File: config.mk
export PLATFORM = sky130hd
export DESIGN_NAME = wb_arbiter_2m_flat
export DESIGN_NICKNAME = d
export VERILOG_FILES = /design/src/rtl/wb_arbiter_2m_if.sv /design/src/rtl/wb_arbiter_2m.sv /design/src/flat_wrapper.sv
export SDC_FILE = /design/constraint.sdc
export NUM_CORES = 1
export LEC_CHECK = 0
export BUFFER_PORTS_ARGS = -buffer_cell sky130_fd_sc_hd__buf_2
export CAP_MARGIN = 30
export CORE_AREA = 4 4 126 128
export CTS_CLUSTER_DIAMETER = 150
export DETAILED_ROUTE_END_ITERATION = 10
export DIE_AREA = 0 0 130 132
export HOLD_SLACK_MARGIN = 0.15
export PLACE_DENSITY = 0.61
export SYNTH_ARGS = -nofsm -noshare
export SYNTH_HDL_FRONTEND = slang
export SYNTH_SLANG_ARGS = --single-unit
File: constraint.sdc
create_clock -name clk -period 2.9 [get_ports clk]
set_clock_uncertainty 0.15 [all_clocks]
set_input_delay 0.58 -clock clk [delete_from_list [all_inputs] [get_ports clk]]
set_output_delay 0.58 -clock clk [all_outputs]
set_load 0.01 [all_outputs]
File: src/rtl/wb_arbiter_2m_if.sv
// Wishbone bundle between the two CMU masters, the arbiter and the shared system bus.
// The slave modport is the arbiter's view; the master modport is the surrounding masters/bus.
interface wb_arbiter_2m_if;
    logic        m0_cyc_i, m0_stb_i, m0_we_i;
    logic [31:2] m0_addr_i;
    logic [2:0]  m0_cti_i;
    logic [1:0]  m0_bte_i;
    logic [3:0]  m0_sel_i;
    logic [31:0] m0_data_i;
    logic [31:0] m0_data_o;
    logic        m0_ack_o, m0_err_o;

    logic        m1_cyc_i, m1_stb_i, m1_we_i;
    logic [31:2] m1_addr_i;
    logic [2:0]  m1_cti_i;
    logic [1:0]  m1_bte_i;
    logic [3:0]  m1_sel_i;
    logic [31:0] m1_data_i;
    logic [31:0] m1_data_o;
    logic        m1_ack_o, m1_err_o;

    logic        wbs_cyc_o, wbs_stb_o, wbs_we_o;
    logic [31:2] wbs_addr_o;
    logic [2:0]  wbs_cti_o;
    logic [1:0]  wbs_bte_o;
    logic [3:0]  wbs_sel_o;
    logic [31:0] wbs_data_o;
    logic [31:0] wbs_data_i;
    logic        wbs_ack_i;
    logic [1:0]  grant;

    modport slave (
        input  m0_cyc_i, m0_stb_i, m0_we_i, m0_addr_i, m0_cti_i, m0_bte_i, m0_sel_i, m0_data_i,
        output m0_data_o, m0_ack_o, m0_err_o,
        input  m1_cyc_i, m1_stb_i, m1_we_i, m1_addr_i, m1_cti_i, m1_bte_i, m1_sel_i, m1_data_i,
        output m1_data_o, m1_ack_o, m1_err_o,
        output wbs_cyc_o, wbs_stb_o, wbs_we_o, wbs_addr_o, wbs_cti_o, wbs_bte_o, wbs_sel_o, wbs_data_o,
        input  wbs_data_i, wbs_ack_i,
        output grant
    );

    modport master (
        output m0_cyc_i, m0_stb_i, m0_we_i, m0_addr_i, m0_cti_i, m0_bte_i, m0_sel_i, m0_data_i,
        input  m0_data_o, m0_ack_o, m0_err_o,
        output m1_cyc_i, m1_stb_i, m1_we_i, m1_addr_i, m1_cti_i, m1_bte_i, m1_sel_i, m1_data_i,
        input  m1_data_o, m1_ack_o, m1_err_o,
        input  wbs_cyc_o, wbs_stb_o, wbs_we_o, wbs_addr_o, wbs_cti_o, wbs_bte_o, wbs_sel_o, wbs_data_o,
        output wbs_data_i, wbs_ack_i,
        input  grant
    );
endinterface

File: src/rtl/wb_arbiter_2m.sv
// Two-master Wishbone B3 arbiter: grant held for a whole cyc tenure, owner-only return path, slave timeout.
// Define WB_ARB_ROUND_ROBIN_EN for round-robin tie-breaking; otherwise m0 (data CMU) wins ties.
module wb_arbiter_2m #(
    parameter int TIMEOUT  = 255,
    parameter int TO_WIDTH = 16
) (
    input  logic           clk,
    input  logic           rst_n,
    wb_arbiter_2m_if.slave bus
);
    typedef enum logic [1:0] {
        S_IDLE   = 2'b00,
        S_GRANT0 = 2'b01,
        S_GRANT1 = 2'b10
    } state_t;

    state_t              r_state;
    state_t              w_state_next;
    logic [TO_WIDTH-1:0] r_cnt;
    logic                r_err;
    logic                w_tie_m1;
    logic                w_grant_chg;
    logic                w_expire;
    logic                w_cyc;
    logic                w_stb;
    logic [1:0]          w_grant;

`ifdef WB_ARB_ROUND_ROBIN_EN
    logic r_last;

    assign w_tie_m1 = ~r_last;

    // Most recently granted master, used only to break ties
    always_ff @(posedge clk or negedge rst_n) begin
        if (!rst_n) begin
            r_last <= 1'b0;
        end else if (w_state_next == S_GRANT1) begin
            r_last <= 1'b1;
        end else if (w_state_next == S_GRANT0) begin
            r_last <= 1'b0;
        end else begin
            r_last <= r_last;
        end
    end
`else
    assign w_tie_m1 = 1'b0;
`endif

    // State register
    always_ff @(posedge clk or negedge rst_n) begin
        if (!rst_n) begin
            r_state <= S_IDLE;
        end else begin
            r_state <= w_state_next;
        end
    end

    // Next-state: owner keeps the bus while its cyc is high, then hands straight to a waiting peer
    always_comb begin
        w_state_next = r_state;
        case (r_state)
            S_IDLE: begin
                if (bus.m0_cyc_i && bus.m1_cyc_i) begin
                    w_state_next = w_tie_m1 ? S_GRANT1 : S_GRANT0;
                end else if (bus.m0_cyc_i) begin
                    w_state_next = S_GRANT0;
                end else if (bus.m1_cyc_i) begin
                    w_state_next = S_GRANT1;
                end else begin
                    w_state_next = S_IDLE;
                end
            end
            S_GRANT0: begin
                if (bus.m0_cyc_i) begin
                    w_state_next = S_GRANT0;
                end else if (bus.m1_cyc_i) begin
                    w_state_next = S_GRANT1;
                end else begin
                    w_state_next = S_IDLE;
                end
            end
            S_GRANT1: begin
                if (bus.m1_cyc_i) begin
                    w_state_next = S_GRANT1;
                end else if (bus.m0_cyc_i) begin
                    w_state_next = S_GRANT0;
                end else begin
                    w_state_next = S_IDLE;
                end
            end
            default: w_state_next = S_IDLE;
        endcase
    end

    assign w_grant = {(r_state == S_GRANT1), (r_state == S_GRANT0)};
    assign bus.grant = w_grant;

    // Forward path: combinational mux of the owner's request, zero when idle
    always_comb begin
        w_cyc          = 1'b0;
        w_stb          = 1'b0;
        bus.wbs_we_o   = 1'b0;
        bus.wbs_addr_o = 30'h0;
        bus.wbs_cti_o  = 3'b000;
        bus.wbs_bte_o  = 2'b00;
        bus.wbs_sel_o  = 4'h0;
        bus.wbs_data_o = 32'h0;
        case (r_state)
            S_GRANT0: begin
                w_cyc          = bus.m0_cyc_i;
                w_stb          = bus.m0_stb_i;
                bus.wbs_we_o   = bus.m0_we_i;
                bus.wbs_addr_o = bus.m0_addr_i;
                bus.wbs_cti_o  = bus.m0_cti_i;
                bus.wbs_bte_o  = bus.m0_bte_i;
                bus.wbs_sel_o  = bus.m0_sel_i;
                bus.wbs_data_o = bus.m0_data_i;
            end
            S_GRANT1: begin
                w_cyc          = bus.m1_cyc_i;
                w_stb          = bus.m1_stb_i;
                bus.wbs_we_o   = bus.m1_we_i;
                bus.wbs_addr_o = bus.m1_addr_i;
                bus.wbs_cti_o  = bus.m1_cti_i;
                bus.wbs_bte_o  = bus.m1_bte_i;
                bus.wbs_sel_o  = bus.m1_sel_i;
                bus.wbs_data_o = bus.m1_data_i;
            end
            default: begin
                w_cyc = 1'b0;
                w_stb = 1'b0;
            end
        endcase
    end

    // The error cycle also drops cyc/stb so the slave sees the aborted access
    assign bus.wbs_cyc_o = w_cyc & ~r_err;
    assign bus.wbs_stb_o = w_stb & ~r_err;

    assign bus.m0_ack_o  = bus.wbs_ack_i & w_grant[0];
    assign bus.m1_ack_o  = bus.wbs_ack_i & w_grant[1];
    assign bus.m0_data_o = w_grant[0] ? bus.wbs_data_i : 32'h0;
    assign bus.m1_data_o = w_grant[1] ? bus.wbs_data_i : 32'h0;
    assign bus.m0_err_o  = r_err & w_grant[0];
    assign bus.m1_err_o  = r_err & w_grant[1];

    // An ack on the expiry cycle wins; a grant change cancels a pending expiry
    assign w_grant_chg = (w_state_next != r_state);
    assign w_expire    = (r_cnt == TO_WIDTH'(TIMEOUT - 1)) && bus.wbs_stb_o
                         && !bus.wbs_ack_i && !w_grant_chg;

    // Consecutive un-acked strobe counter, saturating at TIMEOUT
    always_ff @(posedge clk or negedge rst_n) begin
        if (!rst_n) begin
            r_cnt <= '0;
        end else if (w_grant_chg || bus.wbs_ack_i || !bus.wbs_stb_o || w_expire) begin
            r_cnt <= '0;
        end else if (r_cnt < TO_WIDTH'(TIMEOUT)) begin
            r_cnt <= r_cnt + TO_WIDTH'(1);
        end else begin
            r_cnt <= r_cnt;
        end
    end

    // One-cycle error pulse following the expiry cycle
    always_ff @(posedge clk or negedge rst_n) begin
        if (!rst_n) begin
            r_err <= 1'b0;
        end else begin
            r_err <= w_expire;
        end
    end
endmodule
File: src/flat_wrapper.sv
// flat-port wrapper written by rule: the top's interface ports become plain ports
module wb_arbiter_2m_flat 
#(
    parameter int TIMEOUT  = 255,
    parameter int TO_WIDTH = 16
)
  (clk, rst_n, bus_m0_cyc_i, bus_m0_stb_i, bus_m0_we_i, bus_m0_addr_i, bus_m0_cti_i, bus_m0_bte_i, bus_m0_sel_i, bus_m0_data_i, bus_m0_data_o, bus_m0_ack_o, bus_m0_err_o, bus_m1_cyc_i, bus_m1_stb_i, bus_m1_we_i, bus_m1_addr_i, bus_m1_cti_i, bus_m1_bte_i, bus_m1_sel_i, bus_m1_data_i, bus_m1_data_o, bus_m1_ack_o, bus_m1_err_o, bus_wbs_cyc_o, bus_wbs_stb_o, bus_wbs_we_o, bus_wbs_addr_o, bus_wbs_cti_o, bus_wbs_bte_o, bus_wbs_sel_o, bus_wbs_data_o, bus_wbs_data_i, bus_wbs_ack_i, bus_grant);
  wb_arbiter_2m_if bus_i ();
  input  logic clk;
  input  logic rst_n;
  input wire logic [$bits(bus_i.m0_cyc_i)-1:0] bus_m0_cyc_i;
  input wire logic [$bits(bus_i.m0_stb_i)-1:0] bus_m0_stb_i;
  input wire logic [$bits(bus_i.m0_we_i)-1:0] bus_m0_we_i;
  input wire logic [$bits(bus_i.m0_addr_i)-1:0] bus_m0_addr_i;
  input wire logic [$bits(bus_i.m0_cti_i)-1:0] bus_m0_cti_i;
  input wire logic [$bits(bus_i.m0_bte_i)-1:0] bus_m0_bte_i;
  input wire logic [$bits(bus_i.m0_sel_i)-1:0] bus_m0_sel_i;
  input wire logic [$bits(bus_i.m0_data_i)-1:0] bus_m0_data_i;
  output wire logic [$bits(bus_i.m0_data_o)-1:0] bus_m0_data_o;
  output wire logic [$bits(bus_i.m0_ack_o)-1:0] bus_m0_ack_o;
  output wire logic [$bits(bus_i.m0_err_o)-1:0] bus_m0_err_o;
  input wire logic [$bits(bus_i.m1_cyc_i)-1:0] bus_m1_cyc_i;
  input wire logic [$bits(bus_i.m1_stb_i)-1:0] bus_m1_stb_i;
  input wire logic [$bits(bus_i.m1_we_i)-1:0] bus_m1_we_i;
  input wire logic [$bits(bus_i.m1_addr_i)-1:0] bus_m1_addr_i;
  input wire logic [$bits(bus_i.m1_cti_i)-1:0] bus_m1_cti_i;
  input wire logic [$bits(bus_i.m1_bte_i)-1:0] bus_m1_bte_i;
  input wire logic [$bits(bus_i.m1_sel_i)-1:0] bus_m1_sel_i;
  input wire logic [$bits(bus_i.m1_data_i)-1:0] bus_m1_data_i;
  output wire logic [$bits(bus_i.m1_data_o)-1:0] bus_m1_data_o;
  output wire logic [$bits(bus_i.m1_ack_o)-1:0] bus_m1_ack_o;
  output wire logic [$bits(bus_i.m1_err_o)-1:0] bus_m1_err_o;
  output wire logic [$bits(bus_i.wbs_cyc_o)-1:0] bus_wbs_cyc_o;
  output wire logic [$bits(bus_i.wbs_stb_o)-1:0] bus_wbs_stb_o;
  output wire logic [$bits(bus_i.wbs_we_o)-1:0] bus_wbs_we_o;
  output wire logic [$bits(bus_i.wbs_addr_o)-1:0] bus_wbs_addr_o;
  output wire logic [$bits(bus_i.wbs_cti_o)-1:0] bus_wbs_cti_o;
  output wire logic [$bits(bus_i.wbs_bte_o)-1:0] bus_wbs_bte_o;
  output wire logic [$bits(bus_i.wbs_sel_o)-1:0] bus_wbs_sel_o;
  output wire logic [$bits(bus_i.wbs_data_o)-1:0] bus_wbs_data_o;
  input wire logic [$bits(bus_i.wbs_data_i)-1:0] bus_wbs_data_i;
  input wire logic [$bits(bus_i.wbs_ack_i)-1:0] bus_wbs_ack_i;
  output wire logic [$bits(bus_i.grant)-1:0] bus_grant;
  assign bus_i.m0_cyc_i = bus_m0_cyc_i;
  assign bus_i.m0_stb_i = bus_m0_stb_i;
  assign bus_i.m0_we_i = bus_m0_we_i;
  assign bus_i.m0_addr_i = bus_m0_addr_i;
  assign bus_i.m0_cti_i = bus_m0_cti_i;
  assign bus_i.m0_bte_i = bus_m0_bte_i;
  assign bus_i.m0_sel_i = bus_m0_sel_i;
  assign bus_i.m0_data_i = bus_m0_data_i;
  assign bus_m0_data_o = bus_i.m0_data_o;
  assign bus_m0_ack_o = bus_i.m0_ack_o;
  assign bus_m0_err_o = bus_i.m0_err_o;
  assign bus_i.m1_cyc_i = bus_m1_cyc_i;
  assign bus_i.m1_stb_i = bus_m1_stb_i;
  assign bus_i.m1_we_i = bus_m1_we_i;
  assign bus_i.m1_addr_i = bus_m1_addr_i;
  assign bus_i.m1_cti_i = bus_m1_cti_i;
  assign bus_i.m1_bte_i = bus_m1_bte_i;
  assign bus_i.m1_sel_i = bus_m1_sel_i;
  assign bus_i.m1_data_i = bus_m1_data_i;
  assign bus_m1_data_o = bus_i.m1_data_o;
  assign bus_m1_ack_o = bus_i.m1_ack_o;
  assign bus_m1_err_o = bus_i.m1_err_o;
  assign bus_wbs_cyc_o = bus_i.wbs_cyc_o;
  assign bus_wbs_stb_o = bus_i.wbs_stb_o;
  assign bus_wbs_we_o = bus_i.wbs_we_o;
  assign bus_wbs_addr_o = bus_i.wbs_addr_o;
  assign bus_wbs_cti_o = bus_i.wbs_cti_o;
  assign bus_wbs_bte_o = bus_i.wbs_bte_o;
  assign bus_wbs_sel_o = bus_i.wbs_sel_o;
  assign bus_wbs_data_o = bus_i.wbs_data_o;
  assign bus_i.wbs_data_i = bus_wbs_data_i;
  assign bus_i.wbs_ack_i = bus_wbs_ack_i;
  assign bus_grant = bus_i.grant;
  wb_arbiter_2m #(.TIMEOUT(TIMEOUT), .TO_WIDTH(TO_WIDTH)) u_core (.clk(clk), .rst_n(rst_n), .bus(bus_i));
endmodule
After elaboration in Yosys (flattened, before gate mapping)
Index checks and enable logic that the tools add are counted.
{"block": "classes", "order_cmp": 1, "eq_ne": 4, "muxes": 18, "reduce_logical": 12, "n_bitwise": 7, "add_sub_neg": 1}
{"operator": "$mux W32", "count": 2}
{"operator": "$pmux W32 S2", "count": 1}
{"operator": "$pmux W30 S2", "count": 1}
{"operator": "$mux W16", "count": 2}
{"operator": "$add A16 B1 Y16 const B", "count": 1}
{"operator": "$eq A16 B8 Y1 const B", "count": 1}
{"operator": "$lt A16 B8 Y1 const B", "count": 1}
{"operator": "$mux W2", "count": 4}
{"operator": "$pmux W4 S2", "count": 1}
{"operator": "$and A1 B1 Y1", "count": 6}
{"operator": "$pmux W1 S2", "count": 3}
{"operator": "$pmux W2 S3", "count": 1}
{"operator": "$pmux W3 S2", "count": 1}
{"operator": "$logic_and A1 B1 Y1", "count": 4}
{"operator": "$pmux W2 S2", "count": 1}
{"operator": "$logic_not A1 Y1", "count": 3}
{"operator": "$logic_or A1 B1 Y1", "count": 3}
{"operator": "$eq A2 B1 Y1 const B", "count": 1}
{"operator": "$eq A2 B2 Y1 const B", "count": 1}
{"operator": "$logic_not A2 Y1", "count": 1}
{"operator": "$ne A2 B2 Y1", "count": 1}
{"operator": "$reduce_bool A2 Y1", "count": 1}
{"operator": "$mux W1", "count": 1}
{"operator": "$not A1 Y1", "count": 1}
{"block": "word_totals", "input_bits": 183, "ff_bits": 19, "output_inout_bits": 144}

Longest topological paths before layout
Gate-level depths: netlist of run 1.
{"block": "depth", "depth_word": 9, "mapped_depth": 9}

Least setup slack after synthesis of run 1
OpenSTA, ideal clock, no wires.
{"block": "synth_path", "kind": "register -> output", "startpoint": "register u_core.r_state[0]", "endpoint": "output bus_m1_data_o[10]", "path_buffers": 3, "t_arrival_ns": 1.683, "path_stages_with_launch": 7, "required_time_ns": 2.170, "setup_slack_ns": 0.487, "cell_sequence": "dfrtp_1 -> inv_1 -> ha_1 -> clkbuf_1 -> clkbuf_1 -> clkbuf_1 -> and2_1"}
{"block": "synth_via", "elab_chain_len": 2}
{"item": "from (decl)", "line_no": "wb_arbiter_2m.sv:17", "rtl": "state_t r_state;"}
{"item": "from (signal assigned)", "line_no": "wb_arbiter_2m.sv:54", "rtl": "r_state <= w_state_next;"}
{"item": "$eq A2 B2 Y1", "line_no": "wb_arbiter_2m.sv:95", "rtl": "assign w_grant = {(r_state == S_GRANT1), (r_state == S_GRANT0)};"}
{"item": "net bus_grant[1]", "line_no": "flat_wrapper.sv:43", "rtl": "output wire logic [$bits(bus_i.grant)-1:0] bus_grant;"}
{"item": "$mux W32", "line_no": "wb_arbiter_2m.sv:143", "rtl": "assign bus.m1_data_o = w_grant[1] ? bus.wbs_data_i : 32'h0;"}
{"item": "to (decl)", "line_no": "flat_wrapper.sv:30", "rtl": "output wire logic [$bits(bus_i.m1_data_o)-1:0] bus_m1_data_o;"}
The timed path passes the listed nets, and every way through them passes these cells.

Worst setup path in the final report of run 1
{"block": "layout_path", "startpoint": "register u_core.r_state[1]", "endpoint": "output bus_wbs_cti_o[0]"}
{"block": "layout_via", "elab_chain_len": 2, "elab_cells_between_ends": 3, "classes_between": "eq/ne (2); mux (1)"}
{"item": "$eq A2 B2 Y1 or $eq A2 B1 Y1 (tied branches)", "line_no": "wb_arbiter_2m.sv:108", "rtl": "case (r_state)"}
{"item": "$pmux W3 S2 (*)", "line_no": "wb_arbiter_2m.sv:108"}
{"item": "to (decl)", "line_no": "flat_wrapper.sv:37", "rtl": "output wire logic [$bits(bus_i.wbs_cti_o)-1:0] bus_wbs_cti_o;"}
Mark *: on every way between the ends. The rest lies on a longest branch, timed or not.

==> reports/metrics.cfg, run 1 <==
[clock_tree]
cts_resized=0
path_clk_slew_ns=0.05
clk_path_buf_depth=2
clkLatencyLatePin_ns=0.25
cts_root_buffer=clkbuf_16
cts_sinks=19
cts_made_buffers=3
cts_max_level=1
cts_tree=done

[place]
post-place-ws_ns=0.470
place_congestion=0.808
io_buffers=326
dp_hpwl_mm=10.8

[synth]
syn_area_sq_mm=0.00252
synth_top_area_share_pct=22.0
ys_top_cells_by_area=a22oi_1, and2_1, dfrtp_1
yosys_warnings=0
ys_types=33
synth_fp_nets=527
netlist_instances=337
synth_area_per_cell_sq_um=7.48
synth_largest_area_cell=a22oi_1
synth-seq-cells=19
synth_seq_area_share_pct=18.9

[floorplan]
coreArea_sq_mm=0.0149
rows=45
io_pins=327
start_util_pct=17.0
dieHeight_microns=132
die_w_microns=130
dieArea_sq_mm=0.0172

[global_routing]
groute.usage.overall_pct=13.0
antenna_found_initial=2
grt_pass1_vias=3197
grt_max_degree=81
grt_remaining_overflow=0
grt_use_met3_pct=2.39
grt_pass1_wl_mm=18.2
grt_util_met2_pct=23.2
busiest_layer=met2
use_met1_pct=16.5

[worst_hold_path]
hold_path.startpoint=u_core.r_cnt[14]
hold_class=flip-flop to flip-flop
holdPathStages=1

[route]
ant_nets=0
avgRoutedWirePerCell_microns=15.4
drtPass1Iterations=7
remaining_drc_errors=0
drt_iter0_drc=230
vias=3550
viasPerCell=4.27
wl_mm=12.8

[cells_and_area]
areaGrowthSynthToFinish_pct=76.4
multi_input_area_sq_mm=0.00190
drive_above_1_share_pct=53.5
n_fill_cell=1632
nets=834
final-seq-area_sq_um=475
antennaDiodeCount=0

[job]
cap_violations=0

[setup_path]
rr_endpoint=u_core.r_cnt[6]
crit_path_cell_trace=inv_1 > ha_2 > buf_12 > a22oi_1 > nor2b_1 > buf_2
end_kind=primary output
crit_type=flip-flop to primary output
r2r_cells=7
slowest_stage=ha_2
rrSetupSlack_ns=0.57
cpPeakStageDelay_ns=0.45
critPathRequiredTime_ns=2.17
reg2reg_from=u_core.r_state[1]
startpoint_type=flip-flop
crit_start=u_core.r_state[1]
crit_end=bus_wbs_cti_o[0]
crit_arrival_ns=1.93
worstPathMaxFanout=43

[power]
ir_drop_mv=0.334
p_leak_nw=2.46
power_density_mw_per_mm2=411

[timing]
setup_tns_ns=0
rsz0062_at_grt=no
timing.fmax_mhz=376
worst_slew_pin_slew_ns=0.433
slew_violations=0
min_period_ns=2.66
maxSlewHeadroom_pct=71.2
finalSetupViolations=0
timing.final.ws_setup_ns=0.239
fin_hold_ws_ns=0.342
min_period_over_period_pct=91.8
hold_viol=0

[outcome]
outcome=completed

[power by group]
group / switching (mW) / internal [mW]
clock network: 0.0933 / 0.187
logic: 0.678 / 0.592
registers: 0.00738 / 0.271
total: 0.779 / 1.05
[sequential cells by signal, indices dropped and copies added, names as in the netlist]
register	count
u_core.r_state	2
u_core.r_cnt	16
u_core.r_err	1
[kinds of logic after synthesis]
logic type      count (synthesis)  synth area share (%)
flops                          19                  18.9
xor+xnor                        4                  1.39
compound gates                 84                  25.5
fa+ha+maj                       7                  3.47
buf+inv                        38                  6.00
simple gates                  184                  44.4
mux                             1                 0.447
[metrics by stage]
| stage | utilization, % | instance area [sq um] | std cells | power, mW |
|---|---|---|---|---|
| 2_1_floorplan | - | 2520 | 337 | 1.02 |
| 3_3_place_gp | 29.3 | 4360 | 826 | 1.57 |
| 3_5_place_dp | 29.3 | 4360 | 826 | 1.57 |
| 4_1_cts | 29.9 | 4450 | 831 | 1.86 |
| 5_1_grt | 29.9 | 4450 | 831 | 1.98 |
| 6_report | 29.9 | 4450 | 831 | 1.83 |
[layer usage]
metal	vias to the layer above	share of wire (%)
li1	1790	-
met1	1599	39
met2	141	50
met3	16	8.9
met4	4	1.4
met5	-	0.26
[synth_stat cells (all sizes together)]
cell / count
and2: 76
a22oi: 74
nor2b: 74
clkbuf: 27
dfrtp: 19
nor2: 9
ha: 7
buf: 6
nand2: 6
inv: 5
nand3: 4
nor4: 4
nand4: 3
a211oi: 2
and3: 2
nor3: 2
o211a: 2
o311a: 2
xnor2: 2
xor2: 2
a21oi: 1
mux2: 1
nand2b: 1
nand3b: 1
nor3b: 1
o211ai: 1
o21ba: 1
o21bai: 1
or3: 1
[how the worst min path moves through the flow]
stage / slack (ns) / endpoint
floorplan: 0.13 / u_core.r_cnt[0]
global placement: 0.32 / u_core.r_cnt[15]
detailed placement: 0.33 / u_core.r_cnt[13]
CTS: 0.34 / u_core.r_cnt[14]
global route: 0.36 / u_core.r_cnt[10]
finish: 0.34 / u_core.r_cnt[14]
[worst max-delay path: cells and delay by family, from the launching register on]
family / cells / cell delay, ns
simple gates: 1 / 0.15
flops: 1 / 0.40
compound gates: 1 / 0.11
fa+ha+maj: 1 / 0.45
buf+inv: 3 / 0.55
[layout by cell type (no fill, tap or decap), types with 2 or more instances in the layout]
cell type / count
a22oi_1: 74
nand4_1: 3
ha_2: 2
o211a_1: 2
nand3_1: 4
dfrtp_1: 19
ha_1: 5
and2_1: 76
a211oi_1: 2
xnor2_1: 2
nor4_1: 4
buf_12: 3
clkbuf_16: 3
nand2_1: 6
nor2_1: 9
nor2b_1: 74
buf_2: 326
inv_1: 5
xor2_1: 2
nor3_1: 2
buf_4: 5
[cell type report]
type / count / share of cell area, %
repair buffers: 335 / 39.1
well taps: 188 / 5.29
flip-flops and latches: 19 / 10.7
inverters: 5 / 0.422
multi-input cells: 280 / 42.7
clock buffers: 4 / 1.77
[repair_timing]
item / CTS / global route
hold endpoints to repair: 19 / 0
hold buffers: 1 / 0
buffers inserted: 0 / 0
Note: power is estimated with default switching activity, not from simulation.
==> inputs of run 2 (changes only) <==
--- a/config.mk
+++ b/config.mk
@@ -11,8 +11,8 @@
 export CTS_CLUSTER_DIAMETER = 150
 export DETAILED_ROUTE_END_ITERATION = 10
 export DIE_AREA = 0 0 130 132
-export HOLD_SLACK_MARGIN = 0.15
-export PLACE_DENSITY = 0.61
+export HOLD_SLACK_MARGIN = 0.02
+export PLACE_DENSITY = 0.47
 export SYNTH_ARGS = -nofsm -noshare
 export SYNTH_HDL_FRONTEND = slang
 export SYNTH_SLANG_ARGS = --single-unit
==> reports/metrics.cfg, run 2 (synthesis results as in run 1) <==
[clock_tree]
path_clk_slew_ns=0.05
clk_path_buf_depth=2
cts_made_buffers=3
postCtsSetupRepairBufs=0
cts_max_level=1
cts_sinks=19
clkLatencyLatePin_ns=0.25
cts_tree=done
cts_root_buffer=clkbuf_16
hold_buffers=0

[setup_path]
crit_type=flip-flop to primary output
crit_start=u_core.r_state[0]
crit_arrival_ns=2.02
rr_endpoint=u_core.r_cnt[1]
crit_path_cell_trace=inv_1 > ha_4 > buf_4 > a22oi_1 > nor2b_1 > buf_2
reg2reg_from=u_core.r_state[0]
cpPeakStageDelay_ns=0.43
rrSetupSlack_ns=0.54
slowest_stage=dfrtp_1
startpoint_type=flip-flop
worstPathMaxFanout=25
end_kind=primary output
critPathRequiredTime_ns=2.17
r2r_cells=7

[route]
vias=3604
viasPerCell=4.35
drt_iter0_drc=161
wl_mm=14.0
remaining_drc_errors=0
drtPass1Iterations=5
ant_nets=0
avgRoutedWirePerCell_microns=16.9

[cells_and_area]
antennaDiodeCount=0
reg.largest.list=u_core.r_cnt (16), u_core.r_state (2), u_core.r_err (1)
final_cells=828
final_cell_mix=buf_2, and2_1, a22oi_1, nor2b_1, dfrtp_1
areaGrowthSynthToFinish_pct=75.9
top_register=u_core.r_cnt
layout_commonest_cell=buf_2
n_fill_cell=1655
nets=831
drive_above_1_share_pct=53.4
largest_register_ffs=16

[timing]
rsz0062_at_grt=no
min_period_over_period_pct=94.8
min_period_ns=2.75
slew_violations=0
maxSlewHeadroom_pct=70.6
finalSetupViolations=0
timing.final.ws_setup_ns=0.151
timing.fmax_mhz=364
worst_slew_pin_slew_ns=0.437
hold_viol=0
setup_tns_ns=0

[floorplan]
start_util_pct=17.0
dieArea_sq_mm=0.0172
rows=45
dieHeight_microns=132
io_pins=327
die_w_microns=130
coreArea_sq_mm=0.0149

[global_routing]
grt_max_degree=74
antenna_found_initial=0
grt_pass1_wl_mm=20.4
grt_remaining_overflow=0
grt_pass1_vias=3574
groute.usage.overall_pct=14.8

[place]
place_inst=824
post-place-ws_ns=0.387
dp_hpwl_mm=12.0
place_congestion=0.933
io_buffers=326

[job]
cap_violations=0

[power]
p_leak_nw=2.45
power_density_mw_per_mm2=417
ir_drop_mv=0.266

[outcome]
outcome=completed

[worst_hold_path]
hold_class=primary input to async pin

## run 2: cell count changes in the layout (fill, tap and decap cells not counted), sizes merged
cell / previous run / this run
buf: 334 / 332
dlygate4sd3: 1 / 0
## run 2: worst max-delay path, delay by kind of cell, from the launching register on
kind / cells / cell delay, ns
flops: 1 / 0.43
fa+ha+maj: 1 / 0.33
buf+inv: 3 / 0.60
compound gates: 1 / 0.18
simple gates: 1 / 0.22
## run 2: report_power, final
part / internal, mW / switching [mW]
registers: 0.271 / 0.00811
clock network: 0.187 / 0.0927
logic: 0.589 / 0.702
total: 1.05 / 0.803
## run 2: worst max path at each step
stage	end	slack [ns]	cells past startpoint
CTS	bus_wbs_data_o[0]	0.11	6
floorplan	bus_m1_data_o[10]	0.49	6
global placement	bus_wbs_addr_o[13]	0.42	6
detailed placement	bus_wbs_data_o[0]	0.39	6
global route	bus_wbs_addr_o[13]	0.03	6
finish	bus_wbs_addr_o[13]	0.15	6
## run 2: area by class of cell
type                       count  area [sq um]  share of cell area [%]
inverter                       5          18.8                   0.423
tap                          188           235                    5.30
sequential                    19           475                    10.7
multi-input combinational    280          1910                    43.0
clock buffer                   4          78.8                    1.78
timing repair buffer         332          1720                    38.7
## run 2: per-stage QoR
step	area, sq um	utilization, %	hold slack, ns	power [mW]
final	4440	29.8	0.114	1.85
after global routing	4440	29.8	0.150	1.99
after CTS	4430	29.8	0.132	1.88
after detailed placement	4350	29.3	0.328	1.59
after global placement	4350	29.3	0.320	1.58
after floorplan	2520	-	0.134	1.02
## run 2: what timing repair did
| item | CTS | global route |
|---|---|---|
| endpoints found under the hold margin | 0 | 0 |
| setup endpoints to repair | 0 | 1 |
| gates resized for setup | 0 | 1 |
## run 2: per-layer routing
metal  GRT usage, %  wire length [microns]
met5              0                      0
met4           2.19                    185
met3           2.27                   1070
met2           27.8                   7400
met1           17.7                   5330
